<file path="src/rtl/matmul_scheduler_if.sv">
// Bundle between matmul_scheduler and its host, the shared inner_product unit and the
// A/B/C matrix storage. master = scheduler side, slave = everything around it.
interface matmul_scheduler_if #(
  parameter int IDX_W = 2
);
  logic                 start_i_stb;
  logic                 start_i_ack;
  logic                 done_o_stb;
  logic                 done_o_ack;
  logic                 err;
  logic [IDX_W-1:0]     row_sel;
  logic [IDX_W-1:0]     col_sel;
  logic                 ip_row_stb;
  logic                 ip_col_stb;
  logic                 ip_out_ack;
  logic                 ip_row_ack;
  logic                 ip_col_ack;
  logic                 ip_out_stb;
  logic [31:0]          ip_out;
  logic                 c_we;
  logic [2*IDX_W-1:0]   c_addr;
  logic [31:0]          c_data;

  modport master (
    input  start_i_stb, done_o_ack, ip_row_ack, ip_col_ack, ip_out_stb, ip_out,
    output start_i_ack, done_o_stb, err, row_sel, col_sel,
           ip_row_stb, ip_col_stb, ip_out_ack, c_we, c_addr, c_data
  );

  modport slave (
    output start_i_stb, done_o_ack, ip_row_ack, ip_col_ack, ip_out_stb, ip_out,
    input  start_i_ack, done_o_stb, err, row_sel, col_sel,
           ip_row_stb, ip_col_stb, ip_out_ack, c_we, c_addr, c_data
  );
endinterface

</file>
<file path="src/rtl/matmul_scheduler.sv">
// Walks all (row, col) pairs of C = A * B through one shared inner_product unit,
// writing each result to C row-major, with a per-wait-state watchdog abort.
module matmul_scheduler #(
  parameter int N       = 4,
  parameter int IDX_W   = 2,
  parameter int TIMEOUT = 1023
) (
  input  logic               clk,
  input  logic               rst,
  matmul_scheduler_if.master bus
);

  // state    | meaning
  // IDLE     | waiting for start_i_stb
  // ISSUE    | raise operand strobes and out_ack, arm watchdog
  // WAIT_ACK | hold strobes until row and column acks coincide
  // WAIT_RES | wait for ip_out_stb, capture the result
  // WRITE    | one-cycle C write of the captured result
  // DRAIN    | wait for inner_product to drop ip_out_stb
  // NEXT     | advance col/row, finish after the last element
  // DONE     | hold done_o_stb/err until done_o_ack
  localparam logic [2:0] S_IDLE     = 3'd0;
  localparam logic [2:0] S_ISSUE    = 3'd1;
  localparam logic [2:0] S_WAIT_ACK = 3'd2;
  localparam logic [2:0] S_WAIT_RES = 3'd3;
  localparam logic [2:0] S_WRITE    = 3'd4;
  localparam logic [2:0] S_DRAIN    = 3'd5;
  localparam logic [2:0] S_NEXT     = 3'd6;
  localparam logic [2:0] S_DONE     = 3'd7;

  localparam logic [IDX_W-1:0]   LAST_IDX  = IDX_W'(N - 1);
  localparam logic [15:0]        WDOG_LOAD = 16'(TIMEOUT - 1);
  localparam logic [2*IDX_W-1:0] N_W       = (2*IDX_W)'(N);

  logic [2:0]       state_q, state_d;
  logic [IDX_W-1:0] row_q, row_d;
  logic [IDX_W-1:0] col_q, col_d;
  logic [15:0]      wdog_q, wdog_d;
  logic [31:0]      c_data_q, c_data_d;
  logic             err_q, err_d;
  logic             start_ack_q, start_ack_d;
  logic             done_q, done_d;
  logic             row_stb_q, row_stb_d;
  logic             col_stb_q, col_stb_d;
  logic             out_ack_q, out_ack_d;
  logic             c_we_q, c_we_d;
  logic             wdog_expired;

  // Down-counter reloaded on entry to each wait state; zero marks the last allowed cycle.
  assign wdog_expired = (wdog_q == 16'd0);

  always_comb begin
    state_d     = state_q;
    row_d       = row_q;
    col_d       = col_q;
    wdog_d      = wdog_q;
    c_data_d    = c_data_q;
    err_d       = err_q;
    done_d      = done_q;
    row_stb_d   = row_stb_q;
    col_stb_d   = col_stb_q;
    out_ack_d   = out_ack_q;
    start_ack_d = 1'b0;
    c_we_d      = 1'b0;

    case (state_q)
      S_IDLE: begin
        if (bus.start_i_stb) begin
          start_ack_d = 1'b1;
          row_d       = '0;
          col_d       = '0;
          err_d       = 1'b0;
          state_d     = S_ISSUE;
        end
      end

      S_ISSUE: begin
        row_stb_d = 1'b1;
        col_stb_d = 1'b1;
        out_ack_d = 1'b1;
        wdog_d    = WDOG_LOAD;
        state_d   = S_WAIT_ACK;
      end

      // The handshake is tested first so an ack in the expiry cycle still wins.
      S_WAIT_ACK: begin
        if (bus.ip_row_ack && bus.ip_col_ack) begin
          row_stb_d = 1'b0;
          col_stb_d = 1'b0;
          wdog_d    = WDOG_LOAD;
          state_d   = S_WAIT_RES;
        end else if (wdog_expired) begin
          row_stb_d = 1'b0;
          col_stb_d = 1'b0;
          out_ack_d = 1'b0;
          err_d     = 1'b1;
          done_d    = 1'b1;
          state_d   = S_DONE;
        end else begin
          wdog_d = wdog_q - 16'd1;
        end
      end

      S_WAIT_RES: begin
        if (bus.ip_out_stb) begin
          c_data_d  = bus.ip_out;
          out_ack_d = 1'b0;
          c_we_d    = 1'b1;
          state_d   = S_WRITE;
        end else if (wdog_expired) begin
          row_stb_d = 1'b0;
          col_stb_d = 1'b0;
          out_ack_d = 1'b0;
          err_d     = 1'b1;
          done_d    = 1'b1;
          state_d   = S_DONE;
        end else begin
          wdog_d = wdog_q - 16'd1;
        end
      end

      S_WRITE: begin
        state_d = S_DRAIN;
      end

      S_DRAIN: begin
        if (!bus.ip_out_stb) begin
          state_d = S_NEXT;
        end
      end

      S_NEXT: begin
        if (col_q == LAST_IDX) begin
          col_d = '0;
          row_d = row_q + 1'b1;
        end else begin
          col_d = col_q + 1'b1;
        end
        if (row_q == LAST_IDX && col_q == LAST_IDX) begin
          done_d  = 1'b1;
          state_d = S_DONE;
        end else begin
          state_d = S_ISSUE;
        end
      end

      S_DONE: begin
        if (bus.done_o_ack) begin
          done_d  = 1'b0;
          state_d = S_IDLE;
        end
      end

      default: begin
        state_d = S_IDLE;
      end
    endcase
  end

  always_ff @(posedge clk or negedge rst) begin
    if (!rst) begin
      state_q     <= S_IDLE;
      row_q       <= '0;
      col_q       <= '0;
      wdog_q      <= '0;
      c_data_q    <= '0;
      err_q       <= 1'b0;
      start_ack_q <= 1'b0;
      done_q      <= 1'b0;
      row_stb_q   <= 1'b0;
      col_stb_q   <= 1'b0;
      out_ack_q   <= 1'b0;
      c_we_q      <= 1'b0;
    end else begin
      state_q     <= state_d;
      row_q       <= row_d;
      col_q       <= col_d;
      wdog_q      <= wdog_d;
      c_data_q    <= c_data_d;
      err_q       <= err_d;
      start_ack_q <= start_ack_d;
      done_q      <= done_d;
      row_stb_q   <= row_stb_d;
      col_stb_q   <= col_stb_d;
      out_ack_q   <= out_ack_d;
      c_we_q      <= c_we_d;
    end
  end

  assign bus.start_i_ack = start_ack_q;
  assign bus.done_o_stb  = done_q;
  assign bus.err         = err_q;
  assign bus.row_sel     = row_q;
  assign bus.col_sel     = col_q;
  assign bus.ip_row_stb  = row_stb_q;
  assign bus.ip_col_stb  = col_stb_q;
  assign bus.ip_out_ack  = out_ack_q;
  assign bus.c_we        = c_we_q;
  assign bus.c_addr      = (2*IDX_W)'(row_q) * N_W + (2*IDX_W)'(col_q);
  assign bus.c_data      = c_data_q;

endmodule

</file>
<file path="src/flat_wrapper.sv">
// flat-port wrapper written by rule: the top's interface ports become plain ports
module matmul_scheduler_flat 
#(
  parameter int N       = 4,
  parameter int IDX_W   = 2,
  parameter int TIMEOUT = 1023
)
  (clk, rst, bus_start_i_stb, bus_done_o_ack, bus_ip_row_ack, bus_ip_col_ack, bus_ip_out_stb, bus_ip_out, bus_start_i_ack, bus_done_o_stb, bus_err, bus_row_sel, bus_col_sel, bus_ip_row_stb, bus_ip_col_stb, bus_ip_out_ack, bus_c_we, bus_c_addr, bus_c_data);
  matmul_scheduler_if #(.IDX_W(IDX_W)) bus_i ();
  input  logic clk;
  input  logic rst;
  input wire logic [$bits(bus_i.start_i_stb)-1:0] bus_start_i_stb;
  input wire logic [$bits(bus_i.done_o_ack)-1:0] bus_done_o_ack;
  input wire logic [$bits(bus_i.ip_row_ack)-1:0] bus_ip_row_ack;
  input wire logic [$bits(bus_i.ip_col_ack)-1:0] bus_ip_col_ack;
  input wire logic [$bits(bus_i.ip_out_stb)-1:0] bus_ip_out_stb;
  input wire logic [$bits(bus_i.ip_out)-1:0] bus_ip_out;
  output wire logic [$bits(bus_i.start_i_ack)-1:0] bus_start_i_ack;
  output wire logic [$bits(bus_i.done_o_stb)-1:0] bus_done_o_stb;
  output wire logic [$bits(bus_i.err)-1:0] bus_err;
  output wire logic [$bits(bus_i.row_sel)-1:0] bus_row_sel;
  output wire logic [$bits(bus_i.col_sel)-1:0] bus_col_sel;
  output wire logic [$bits(bus_i.ip_row_stb)-1:0] bus_ip_row_stb;
  output wire logic [$bits(bus_i.ip_col_stb)-1:0] bus_ip_col_stb;
  output wire logic [$bits(bus_i.ip_out_ack)-1:0] bus_ip_out_ack;
  output wire logic [$bits(bus_i.c_we)-1:0] bus_c_we;
  output wire logic [$bits(bus_i.c_addr)-1:0] bus_c_addr;
  output wire logic [$bits(bus_i.c_data)-1:0] bus_c_data;
  assign bus_i.start_i_stb = bus_start_i_stb;
  assign bus_i.done_o_ack = bus_done_o_ack;
  assign bus_i.ip_row_ack = bus_ip_row_ack;
  assign bus_i.ip_col_ack = bus_ip_col_ack;
  assign bus_i.ip_out_stb = bus_ip_out_stb;
  assign bus_i.ip_out = bus_ip_out;
  assign bus_start_i_ack = bus_i.start_i_ack;
  assign bus_done_o_stb = bus_i.done_o_stb;
  assign bus_err = bus_i.err;
  assign bus_row_sel = bus_i.row_sel;
  assign bus_col_sel = bus_i.col_sel;
  assign bus_ip_row_stb = bus_i.ip_row_stb;
  assign bus_ip_col_stb = bus_i.ip_col_stb;
  assign bus_ip_out_ack = bus_i.ip_out_ack;
  assign bus_c_we = bus_i.c_we;
  assign bus_c_addr = bus_i.c_addr;
  assign bus_c_data = bus_i.c_data;
  matmul_scheduler #(.N(N), .IDX_W(IDX_W), .TIMEOUT(TIMEOUT)) u_core (.clk(clk), .rst(rst), .bus(bus_i));
endmodule
</file>
<file path="config.mk">
export PLATFORM = sky130hd
export DESIGN_NAME = matmul_scheduler_flat
export DESIGN_NICKNAME = d
export VERILOG_FILES = /design/src/rtl/matmul_scheduler_if.sv /design/src/rtl/matmul_scheduler.sv /design/src/flat_wrapper.sv
export SDC_FILE = /design/constraint.sdc
export NUM_CORES = 1
export LEC_CHECK = 0
export ABC_CLOCK_PERIOD_IN_PS = 6500
export BUFFER_PORTS_ARGS = -buffer_cell sky130_fd_sc_hd__buf_2
export CAP_MARGIN = 10
export CORE_MARGIN = 1
export CORE_UTILIZATION = 44
export DETAILED_ROUTE_END_ITERATION = 7
export PLACE_DENSITY = 0.66
export SYNTH_ARGS = -nofsm -noshare
export SYNTH_HDL_FRONTEND = slang
export SYNTH_SLANG_ARGS = --single-unit
</file>
<file path="constraint.sdc">
create_clock -name clk -period 6.5 [get_ports clk]
set_input_delay 0.975 -clock clk [delete_from_list [all_inputs] [get_ports clk]]
set_output_delay 0.975 -clock clk [all_outputs]
set_load 0.02 [all_outputs]
</file>
==> flow_summary.yaml <==
cts:
  cts_setup_buffers: 0
  ctsHtreeMaxLevel: 3
  clk-insertion-delay-late_ns: 0.34
  sinks_on_clock_net: 62
  cts_inserted_buffers: 9
  max_buffers_root_to_sink: 2
  tritoncts: "built"
  post_cts_resized: 0
  cts_root_buf: "clkbuf_8"
  clk_pin_slew_worst_paths_ns: 0.07
  ctsHoldBuffers: 0
power:
  finalPower_mw: 1.74
  ir_worst_vdd_mv: 0.287
  powerDensity_nw_per_um2: 481
  p_leak_nw: 1.68
global_route:
  globalRouteOverflowTotal: 0
  grtUsageTotal: 0.199
  global_route.peak_usage_layer: "met2"
  wire_length_of_the_first_global_routing_pass_um: 11000
  grt.met2_usage: 0.313
  first_global_vias: 2284
  met3_track_demand_over_resource: 0.0413
  antenna_found_initial: 0
  use_met1: 0.264
  pin_count_of_the_biggest_net_entering_global_routing: 63
worst_setup_path:
  worst-r2r-cell-count: 4
  slowest_cell_on_the_critical_path: "or3_1"
  critical_path_peak_fanout: 29
  worst_setup_path_start_kind: "input port"
  timing.critical_path.to_type: "flip-flop"
  crit_path_cell_trace: "buf_2, and3_1, or3_1, or4_1, a21oi_1"
  crit_path_max_incr_delay_ns: 0.66
  critical_path_arrival_ns: 2.73
  critical_path_required_ns: 6.75
  path_class: "in2reg"
timing:
  clock_skew_after_layout_ns: 0.0152
  min_period_ns: 2.47
  setup_slack_ns: 4.03
  slew_at_the_pin_with_the_worst_max_slew_slack_ns: 0.896
  fmaxAchievable_mhz: 404
  fin_worst_hold_slack_ns: 0.475
  slew_headroom: 0.402
  period_share: 0.380
  fin_setup_tns_ns: 0
  finalMaxSlewViolations: 0
  rsz0062_at_grt: "false"
  setup_violations: 0
  finalHoldViolations: 0
die:
  placementRows: 29
  fp.dieW_um: 84.1
  number_of_ports_placed_on_the_die_boundary: 86
  core-area_um2: 6420
  initial_utilization: 0.462
  fp.dieArea_um2: 7080
  die_y_um: 84.1
route:
  drt_drc_violations_left: 0
  drtAntennaViolNets: 0
  vias: 2304
  drt_pass1_iterations: 4
  route.detailed.wl_per_inst_um: 15.2
  first_drt_iteration_drcs: 118
  vias_per_cell: 5.53
  routed_wirelength_um: 6340
logic_synthesis:
  ys_ff_latch: 62
  synthTopCellsByArea: "dfrtp_1 52%, mux2_2 12%, or4_1 2.5%"
  synth_cells: 259
  number_of_warning_messages_in_the_yosys_log: 0
  postSynthNetCount: 302
  synth_enable_flop_cells: 0
  synthesis.area_um2: 2970
  yosysSeqAreaShare: 0.523
  post_synth_top_area_share: 0.523
  synth-main-ff-cell: "dfrtp_1"
  async_set_or_reset_flop_fraction_in_the_synthesized_netlist: 1.00
  avgSynthCellArea_um2: 11.5
  yosys.cell_types.count: 47
  post_synthesis_cell_type_with_the_largest_combined_area: "dfrtp_1"
min_path:
  holdPathStages: 1
  hold_path_class: "reg2reg"
placed_design:
  place_worst_setup_slack_ns: 3.70
  placement.cell_area_um2: 3390
  instance_count_after_placement_with_tap_cells_included: 401
  place_hpwl_um: 4240
  place.port_buffers: 85
  gp_congestion: 0.735
cells_and_area:
  instances_no_fill: 417
  postLayoutCoreUtil: 0.564
  stdcell_area_um2: 3620
  num_antenna_cells: 0
  layout-drive-gt1-share: 0.424
  area_growth_from_synthesis_to_layout_pct: 22.1
  layout.nets: 378
outcome:
  outcome: "finished, final reports clean"
flow_run:
  drv.max_cap_violation_count: 0
[cells by family after synthesis]
group,count (synthesis),share of synthesized area
buffers and inverters,32,0.0497
and+or+nand+nor,71,0.148
DFF,62,0.523
AOI/OAI and AO/OA,53,0.125
adders and majority gates,4,0.0169
muxes,37,0.138
[synthesized netlist by cell type (3+ instances only)]
master    count
nor2_1       11
o311ai_0      4
nor4_1        5
nand3_1       4
nand2_1       7
nand2b_1      5
a31oi_1       3
or3_1         6
dfrtp_1      62
a21oi_1       8
mux2_2       32
ha_1          4
or2_2         3
and2_1        3
inv_1        10
a21o_1        5
o211ai_1      3
nor3_1        3
buf_4         5
mux2i_1       5
o21ai_0       9
or4_1        10
clkbuf_1     15
o31ai_1       8
[report_power, final]
group | switching [mW] | internal (mW) | total (mW)
logic | 0.419 | 0.291 | 0.710
registers | 0.114 | 0.532 | 0.646
clock network | 0.162 | 0.228 | 0.390
[worst max-delay path: cells and delay by family]
family	cells	cell delay [ns]
and+or+nand+nor	3	1.45
buffers and inverters	1	0.13
AOI/OAI and AO/OA	1	0.17
[layout by cell type (no fill, tap or decap), types with 4 or more instances in the layout]
master    netlist  layout
mux2i_1         5       5
or3_1           6       6
nor2_1         11      11
nand2b_1        5       5
o21ai_0         9       9
mux2_2         32      32
nor4_1          5       5
dfrtp_1        62      62
nand2_1         7       7
nand3_1         4       4
o31ai_1         8       8
or4_1          10      10
a21oi_1         8       8
a21o_1          5       5
clkbuf_8        0      10
o311ai_0        4       4
inv_1          10      10
buf_2           1      85
ha_1            4       4
[registers in the layout (all words and copies together) (netlist names)]
| signal | count |
|---|---|
| u_core.bus.c_data | 32 |
| u_core.wdog_q | 16 |
| u_core.state_q | 3 |
| u_core.bus.col_sel | 2 |
| u_core.bus.row_sel | 2 |
| u_core.bus.c_we | 1 |
| u_core.bus.done_o_stb | 1 |
| u_core.bus.err | 1 |
| u_core.bus.ip_col_stb | 1 |
| u_core.bus.ip_out_ack | 1 |
| u_core.bus.ip_row_stb | 1 |
| u_core.bus.start_i_ack | 1 |
[layer usage]
layer	share of wire	up-vias
met3	0.043	14
li1	-	1108
met4	0.023	0
met5	0	-
met1	0.45	1124
met2	0.48	58
[path summary, 6_finish.rpt]
path                                       startpoint                     to  slack [ns]
max in group asynchronous                         rst      u_core.wdog_q[10]        5.17
worst max-delay path                   bus_ip_out_stb      u_core.wdog_q[14]        4.03
worst max register to register      u_core.state_q[0]      u_core.wdog_q[14]        4.13
worst min register to register  u_core.bus.ip_row_stb  u_core.bus.ip_row_stb        0.48
worst min-delay path            u_core.bus.ip_row_stb  u_core.bus.ip_row_stb        0.48
min in group asynchronous                         rst       u_core.wdog_q[6]        0.78
[final cells by class]
cell class / count / area, um^2
clock inverter: 6 / 92.6
inverter: 10 / 37.5
clock buffer: 10 / 138
sequential: 62 / 1550
fill: 569 / 2800
tap: 77 / 96.3
timing repair buffer: 87 / 440
multi-input combinational: 165 / 1270
No activity file was read; power rests on OpenSTA's default activity.
